**src/rtl/lfsr_seq_ctrl.sv**
```systemverilog
// Purpose : sequencing controller and state register for the board pseudo-random generator (LFSR taps 4,3,2,0).
// Latency : commands act on the next rising edge; in RUN an advance occurs every TICK_DIV cycles, first one TICK_DIV cycles after busy rises.
// Backpress: none; start/step are ignored while busy, load and stop are always accepted (load > stop > start/step).
//
// Ports:
//   clk, rst_n          - single clock, asynchronous active-low reset
//   din, load           - seed value and load command (returns to IDLE)
//   start, stop, step   - begin RUN / abort RUN / single manual advance
//   run_len             - advances per RUN captured at start, 0 = free-running
//   lfsr_q, step_cnt    - LFSR state and advances since last load/start (wraps)
//   busy, done          - RUN in progress / one-cycle pulse at end of bounded RUN
//
// Build option: define LFSR_CTRL_ZERO_GUARD_EN to keep the all-zero lock-up
// state out of the LFSR (zero seeds and zero reset seed become 1).

module lfsr_seq_ctrl #(
  parameter int unsigned           DATA_WIDTH = 8,
  parameter int unsigned           TICK_DIV   = 4,
  parameter logic [DATA_WIDTH-1:0] RESET_SEED = 'h01
) (
  input  logic                  clk,
  input  logic                  rst_n,
  input  logic [DATA_WIDTH-1:0] din,
  input  logic                  load,
  input  logic                  start,
  input  logic                  stop,
  input  logic                  step,
  input  logic [7:0]            run_len,
  output logic [DATA_WIDTH-1:0] lfsr_q,
  output logic [7:0]            step_cnt,
  output logic                  busy,
  output logic                  done
);

  typedef enum logic {
    IDLE = 1'b0,
    RUN  = 1'b1
  } state_e;

`ifdef LFSR_CTRL_ZERO_GUARD_EN
  localparam bit ZERO_GUARD = 1'b1;
`else
  localparam bit ZERO_GUARD = 1'b0;
`endif

  localparam logic [DATA_WIDTH-1:0] ONE_VAL   = {{(DATA_WIDTH-1){1'b0}}, 1'b1};
  localparam logic [DATA_WIDTH-1:0] SEED_INIT =
    (ZERO_GUARD && (RESET_SEED == '0)) ? ONE_VAL : RESET_SEED;
  // Prescaler terminal value; TICK_DIV=1 makes every RUN cycle a tick.
  localparam logic [15:0] TICK_LAST = 16'(TICK_DIV - 1);

  state_e                state_q, state_d;
  logic [DATA_WIDTH-1:0] lfsr_d;
  logic [7:0]            step_cnt_q, step_cnt_d;
  logic [15:0]           presc_q, presc_d;
  logic [7:0]            len_q, len_d;
  logic                  done_q, done_d;

  logic                  tick;
  logic                  last_adv;
  logic [DATA_WIDTH-1:0] load_val;
  logic [DATA_WIDTH-1:0] step_val;
  logic [DATA_WIDTH-1:0] run_val;

  // Right shift with the feedback bit entering at the MSB.
  function automatic logic [DATA_WIDTH-1:0] lfsr_adv(input logic [DATA_WIDTH-1:0] q);
    logic fb;
    fb = q[4] ^ q[3] ^ q[2] ^ q[0];
    return {fb, q[DATA_WIDTH-1:1]};
  endfunction

  // State register
  always_ff @(posedge clk or negedge rst_n) begin
    if (!rst_n) begin
      state_q    <= IDLE;
      lfsr_q     <= SEED_INIT;
      step_cnt_q <= 8'd0;
      presc_q    <= 16'd0;
      len_q      <= 8'd0;
      done_q     <= 1'b0;
    end else begin
      state_q    <= state_d;
      lfsr_q     <= lfsr_d;
      step_cnt_q <= step_cnt_d;
      presc_q    <= presc_d;
      len_q      <= len_d;
      done_q     <= done_d;
    end
  end

  // Next-state logic
  always_comb begin
    state_d    = state_q;
    lfsr_d     = lfsr_q;
    step_cnt_d = step_cnt_q;
    presc_d    = presc_q;
    len_d      = len_q;
    done_d     = 1'b0;

    tick     = (presc_q == TICK_LAST);
    // step_cnt restarts at 0 on start, so the Nth advance is the one taken
    // while it still reads N-1.
    last_adv = (len_q != 8'd0) && (step_cnt_q == (len_q - 8'd1));
    load_val = (ZERO_GUARD && (din == '0)) ? ONE_VAL : din;
    step_val = lfsr_adv(lfsr_q);
    // A RUN that begins from zero is kicked to 1 on its first advance.
    run_val  = (ZERO_GUARD && (lfsr_q == '0)) ? ONE_VAL : step_val;

    if (load) begin
      state_d    = IDLE;
      lfsr_d     = load_val;
      step_cnt_d = 8'd0;
      presc_d    = 16'd0;
    end else if (stop) begin
      // Also swallows a same-cycle start/step when already idle.
      state_d = IDLE;
      presc_d = 16'd0;
    end else begin
      unique case (state_q)
        IDLE: begin
          if (start) begin
            state_d    = RUN;
            len_d      = run_len;
            step_cnt_d = 8'd0;
            presc_d    = 16'd0;
          end else if (step) begin
            lfsr_d     = step_val;
            step_cnt_d = step_cnt_q + 8'd1;
          end
        end
        RUN: begin
          if (tick) begin
            presc_d    = 16'd0;
            lfsr_d     = run_val;
            step_cnt_d = step_cnt_q + 8'd1;
            if (last_adv) begin
              state_d = IDLE;
              done_d  = 1'b1;
            end
          end else begin
            presc_d = presc_q + 16'd1;
          end
        end
        default: state_d = IDLE;
      endcase
    end
  end

  // Outputs
  always_comb begin
    busy     = (state_q == RUN);
    done     = done_q;
    step_cnt = step_cnt_q;
  end

endmodule

```
**config.mk**
```make
export PLATFORM = sky130hd
export DESIGN_NAME = lfsr_seq_ctrl
export DESIGN_NICKNAME = d
export VERILOG_FILES = /design/src/rtl/lfsr_seq_ctrl.sv
export SDC_FILE = /design/constraint.sdc
export NUM_CORES = 1
export LEC_CHECK = 0
export BUFFER_PORTS_ARGS = -buffer_cell sky130_fd_sc_hd__buf_2
export CORE_ASPECT_RATIO = 0.75
export CORE_UTILIZATION = 45
export CTS_CLUSTER_DIAMETER = 200
export DETAILED_ROUTE_END_ITERATION = 10
export HOLD_SLACK_MARGIN = 0.15
export PLACE_DENSITY = 0.66
export SLEW_MARGIN = 5
export SYNTH_ARGS = -nofsm -noshare
export SYNTH_HDL_FRONTEND = slang
export SYNTH_SLANG_ARGS = --single-unit
export TNS_END_PERCENT = 50
```
**constraint.sdc**
```tcl
create_clock -name clk -period 4.2 [get_ports clk]
set_clock_uncertainty 0.05 [all_clocks]
set_input_delay 0.21 -clock clk [delete_from_list [all_inputs] [get_ports clk]]
set_output_delay 0.21 -clock clk [all_outputs]
set_load 0.02 [all_outputs]
```
# After elaboration in Yosys (flattened, before gate mapping)

Index checks and enable logic that the tools add are counted.
Widths: inputs -> output; s select.

Add/subtract/negate cells: 3
Eq/ne operators: 8
Mux-type cells: 28
Bitwise logic cells: 6
Reduce and logical (&&, ||, !) cells: 5

Operators by type and width:

| operator              | number |
|---|---|
| $mux 8                | 10 |
| $mux 16               | 4 |
| $pmux 16 s2           | 1 |
| $pmux 8 s2            | 2 |
| $add 16x1->16 const B | 1 |
| $eq 16x2->1 const B   | 1 |
| $mux 1                | 10 |
| $add 8x1->8 const B   | 1 |
| $eq 8x8->1            | 1 |
| $ne 4x4->1 const B    | 2 |
| $reduce_and 4->1      | 2 |
| $reduce_bool 8->1     | 1 |
| $sub 8x1->8 const B   | 1 |
| $ne 3x3->1 const B    | 2 |
| $ne 3x2->1 const B    | 1 |
| $not 1->1             | 3 |
| $reduce_and 3->1      | 1 |
| $xor 1x1->1           | 3 |
| $ne 2x2->1 const B    | 1 |
| $pmux 1 s2            | 1 |
| $logic_and 1x1->1     | 1 |

Bits in registers: 42
Input port bits: 22
Output and inout bits: 18

# Logic depth before layout (Yosys ltp)

Depth in word-level cells: 8
Mapped depth: 7

# Least setup slack after synthesis

OpenSTA, ideal clock, no wires.

Path type: register to register
Start: reg state_q, in the netlist busy
End: reg lfsr_q[1]
Setup time: 0.125 ns
Arrival time: 2.483 ns
Data required time: 4.025 ns
Slack: 1.542 ns
Cell stages (with the launch flop): 7
Path buffers: 1
Cells stage by stage: dfrtp_1 > buf_4 > or4b_2 > or4_4 > a21oi_4 > mux2_1 > mux2_2

Word-level cells in the longest chain between the ends: 4

Ends and longest elaborated chain:

| what                       | line | source |
|---|---|---|
| start, declared            | 52   | `state_e state_q, state_d;` |
| start signal, assigned     | 82   | `state_q <= state_d;` |
| $not 1->1 (no source line) | --   |  |
| $pmux 8 s2                 | 119  | `unique case (state_q)` |
| $mux 8                     | 114  | `end else if (stop) begin` |
| $mux 8                     | 109  | `if (load) begin` |
| end signal, assigned       | 83   | `lfsr_q <= lfsr_d;` |
| end, declared              | 29   | `output logic [DATA_WIDTH-1:0] lfsr_q,` |

Parallel ways exist; a longest one is shown, timed or not. The select of a mux whose other input is x is not followed.
A chain may end at the register's enable or synchronous reset.

# Final worst setup path

Start: reg presc_q[0]
End: reg presc_q[8]

Word-level cells in the longest chain between the ends: 5

Ends and longest elaborated chain:

| what                                         | line     | source |
|---|---|---|
| start, declared                              | 55       | `logic [15:0] presc_q, presc_d;` |
| start signal, assigned                       | 85       | `presc_q <= presc_d;` |
| $add 16x1->16 or $eq 16x2->1 (tied branches) | 141, 100 |  |
| $mux 16 *                                    | 132      | `if (tick) begin` |
| $pmux 16 s2 *                                | 119      |  |
| $mux 16 *                                    | 114      |  |
| $mux 16 *                                    | 109      |  |

Every way passes the cells marked *; elsewhere a longest branch is shown, timed or not.

==> impl_metrics.json <==
{
  "drc": 0,
  "worstMarginPinSlew_ns": 1.03,
  "grt_pass1_vias": 1913,
  "worstPathRequired_ns": 4.34,
  "io_pins": 40,
  "min_path_type": "in -> reg",
  "drt_iter0_markers": 128,
  "finalSetupViolCount": 0,
  "synth_most_common_cell": "dfrtp_1",
  "synth_ff_type": "dfrtp_1",
  "die_w_um": 87.1,
  "leakage_nw": 1.32,
  "min_period_ns": 2.90,
  "yosys_warnings": 0,
  "cts.sinks": 42,
  "coreArea_um2": 5060,
  "netlist_instances": 250,
  "cp_max_fo": 15,
  "worst_setup_hold_path_clk_slew_ns": 0.08,
  "grt_pass1_wl_um": 9430,
  "syn-num-nets": 276,
  "cts_tree": "yes",
  "critPathCaptureType": "flip-flop",
  "vias_per_cell": 5.51,
  "port_buffers": 39,
  "synth_cell_types": 48,
  "preCtsSetupSlack_ns": 1.34,
  "timing.rr.start": "presc_q[0]$_DFFE_PN0P_",
  "rows": 22,
  "grt_antenna_before_repair": 0,
  "area_growth_pct": 22.0,
  "yosys_register_bits": 42,
  "synthesis.area_um2": 2440,
  "clock_latency_ns": 0.29,
  "status": "completed",
  "setup_tns_ns": 0,
  "hold_viol": 0,
  "synth_top_cell_by_area": "dfrtp_1",
  "synthArstFlopShare": 1.00,
  "power_uw": 955,
  "drive_above_1_share": 0.228,
  "grt_max_degree": 43,
  "ys_top_cells_by_count": "41 x dfrtp_1, 22 x o21ai_0, 16 x nand2_1",
  "max-cap-violations": 0,
  "holdWs_ns": 0.175,
  "period_share": 0.690,
  "htree_levels": 2,
  "cp-startpoint": "presc_q[0]$_DFFE_PN0P_",
  "synth_top_cell_area_share": 0.420,
  "post_drt_wl_per_cell_um": 15.0,
  "drtPass1Iterations": 4,
  "rsz0062_at_grt": "no",
  "postRouteAntennaNets": 0,
  "synth_area_per_cell_um2": 9.77,
  "start_kind": "flip-flop",
  "dp_hpwl_um": 4010,
  "gp_congestion": 0.791,
  "yosys-top-cells-area": "dfrtp_1 42%, mux2_2 5.5%, o21ai_0 4.5%, mux2_1 3.2%, xnor2_1 3.2%",
  "power_density_nw_per_um2": 321,
  "cts_buffer_depth": 2,
  "cts_made_buffers": 5,
  "max_freq_mhz": 345,
  "hp-start": "stop",
  "synth-edff-count": 0,
  "initial_utilization": 0.482,
  "post-route-util": 0.588,
  "ir_worst_vdd_uv": 150,
  "ys_seq_area_frac": 0.431,
  "slew_viol_final": 0,
  "critPathKind": "reg -> reg",
  "die_area_um2": 5730,
  "max_slew_margin": 0.309,
  "setup_ws_ns": 1.30,
  "critPathArrivalTime_ns": 3.03,
  "die_y_um": 65.8,
  "diodes": 0,
  "fin_nets": 332,
  "totalWireLength_um": 5680,
  "via_count": 2090,
  "cts-root-buf": "clkbuf_8",
  "grt_usage": 0.219,
  "gr-total-overflow": 0
}
report_power, final:
part	internal, mW	switching [mW]	total, mW
sequential	0.431	0.0374	0.469
combinational	0.0912	0.0936	0.185
clock	0.166	0.136	0.302
critical path, stage by stage (launching register included):
cell and delay, ns:
dfrtp_1 0.39, ha_1 0.23, or4b_4 0.49, nor4_1 0.51, or2_0 0.66, o21ai_0 0.20, a22o_1 0.26
through the flow:
stage,std cells,instance area [um2]
floorplan,250,2440
global placement,354,2700
detailed placement,354,2700
CTS,379,2980
global route,379,2980
finish,379,2980
layout by cell type (no fill, tap or decap), types with 2 or more instances in the layout:
cell type	n
dfrtp_1	41
buf_2	39
o21ai_0	22
dlygate4sd3_1	17
nand2_1	16
nor2_1	12
nand3_1	12
mux2_2	12
nor3_1	10
xnor2_1	9
a21oi_1	9
inv_1	8
clkbuf_8	8
o31ai_1	7
mux2_1	7
xor2_1	6
and3_1	6
nor4_1	5
nand4_1	5
or3_1	5
a21o_1	5
a22o_1	4
ha_1	4
nor2b_1	3
nor3b_1	3
nand2b_1	3
nand3b_1	2
or4_1	2
or4_4	2
o41ai_1	2
or4b_2	2
and2_1	2
kinds of logic after synthesis:
kind of cell	count (synthesis)	share of synthesized area
xor+xnor	15	0.0538
fa+ha+maj	4	0.0205
simple gates	96	0.224
buf+inv	16	0.0266
mux	20	0.0917
compound gates	57	0.152
flops	42	0.431
final cells by class:
cell class	instances	area, um2
inverter	8	30.0
fill	471	2080
tap	72	90.1
sequential	42	1050
clock buffer	8	110
timing repair buffer	57	373
multi-input combinational	192	1330
routing by layer:
layer	vias up	wire length [um]	track usage
li1	1038	-	-
met5	-	0	0
met3	5	315	0.0424
met2	53	2270	0.319
met1	994	3040	0.328
met4	0	51	0.0625
flip-flops by register name, summed over array words and instances, names as in the netlist:
| signal | count |
|---|---|
| busy | 1 |
| done | 1 |
| len_q | 8 |
| lfsr_q | 8 |
| presc_q | 16 |
| step_cnt | 8 |
path summary, 6_finish.rpt:
kind                       depth (start not counted)                     end  slack, ns
min                                                2          busy$_DFF_PN0_       0.17
min reg2reg                                        1  presc_q[0]$_DFFE_PN0P_       0.48
max reg2reg                                        6  presc_q[8]$_DFFE_PN0P_       1.30
min in group asynchronous                          2    len_q[5]$_DFFE_PN0P_       0.55
max in group asynchronous                          2   lfsr_q[6]$_DFFE_PN0P_       2.97
max                                                6  presc_q[8]$_DFFE_PN0P_       1.30
timing repair:
item | in CTS | in global routing
gates resized for setup | 0 | 0
endpoints found under the hold margin | 57 | 0
buffers inserted | 0 | 0
hold buffers | 17 | 0
(Power assumes the default switching activity.)
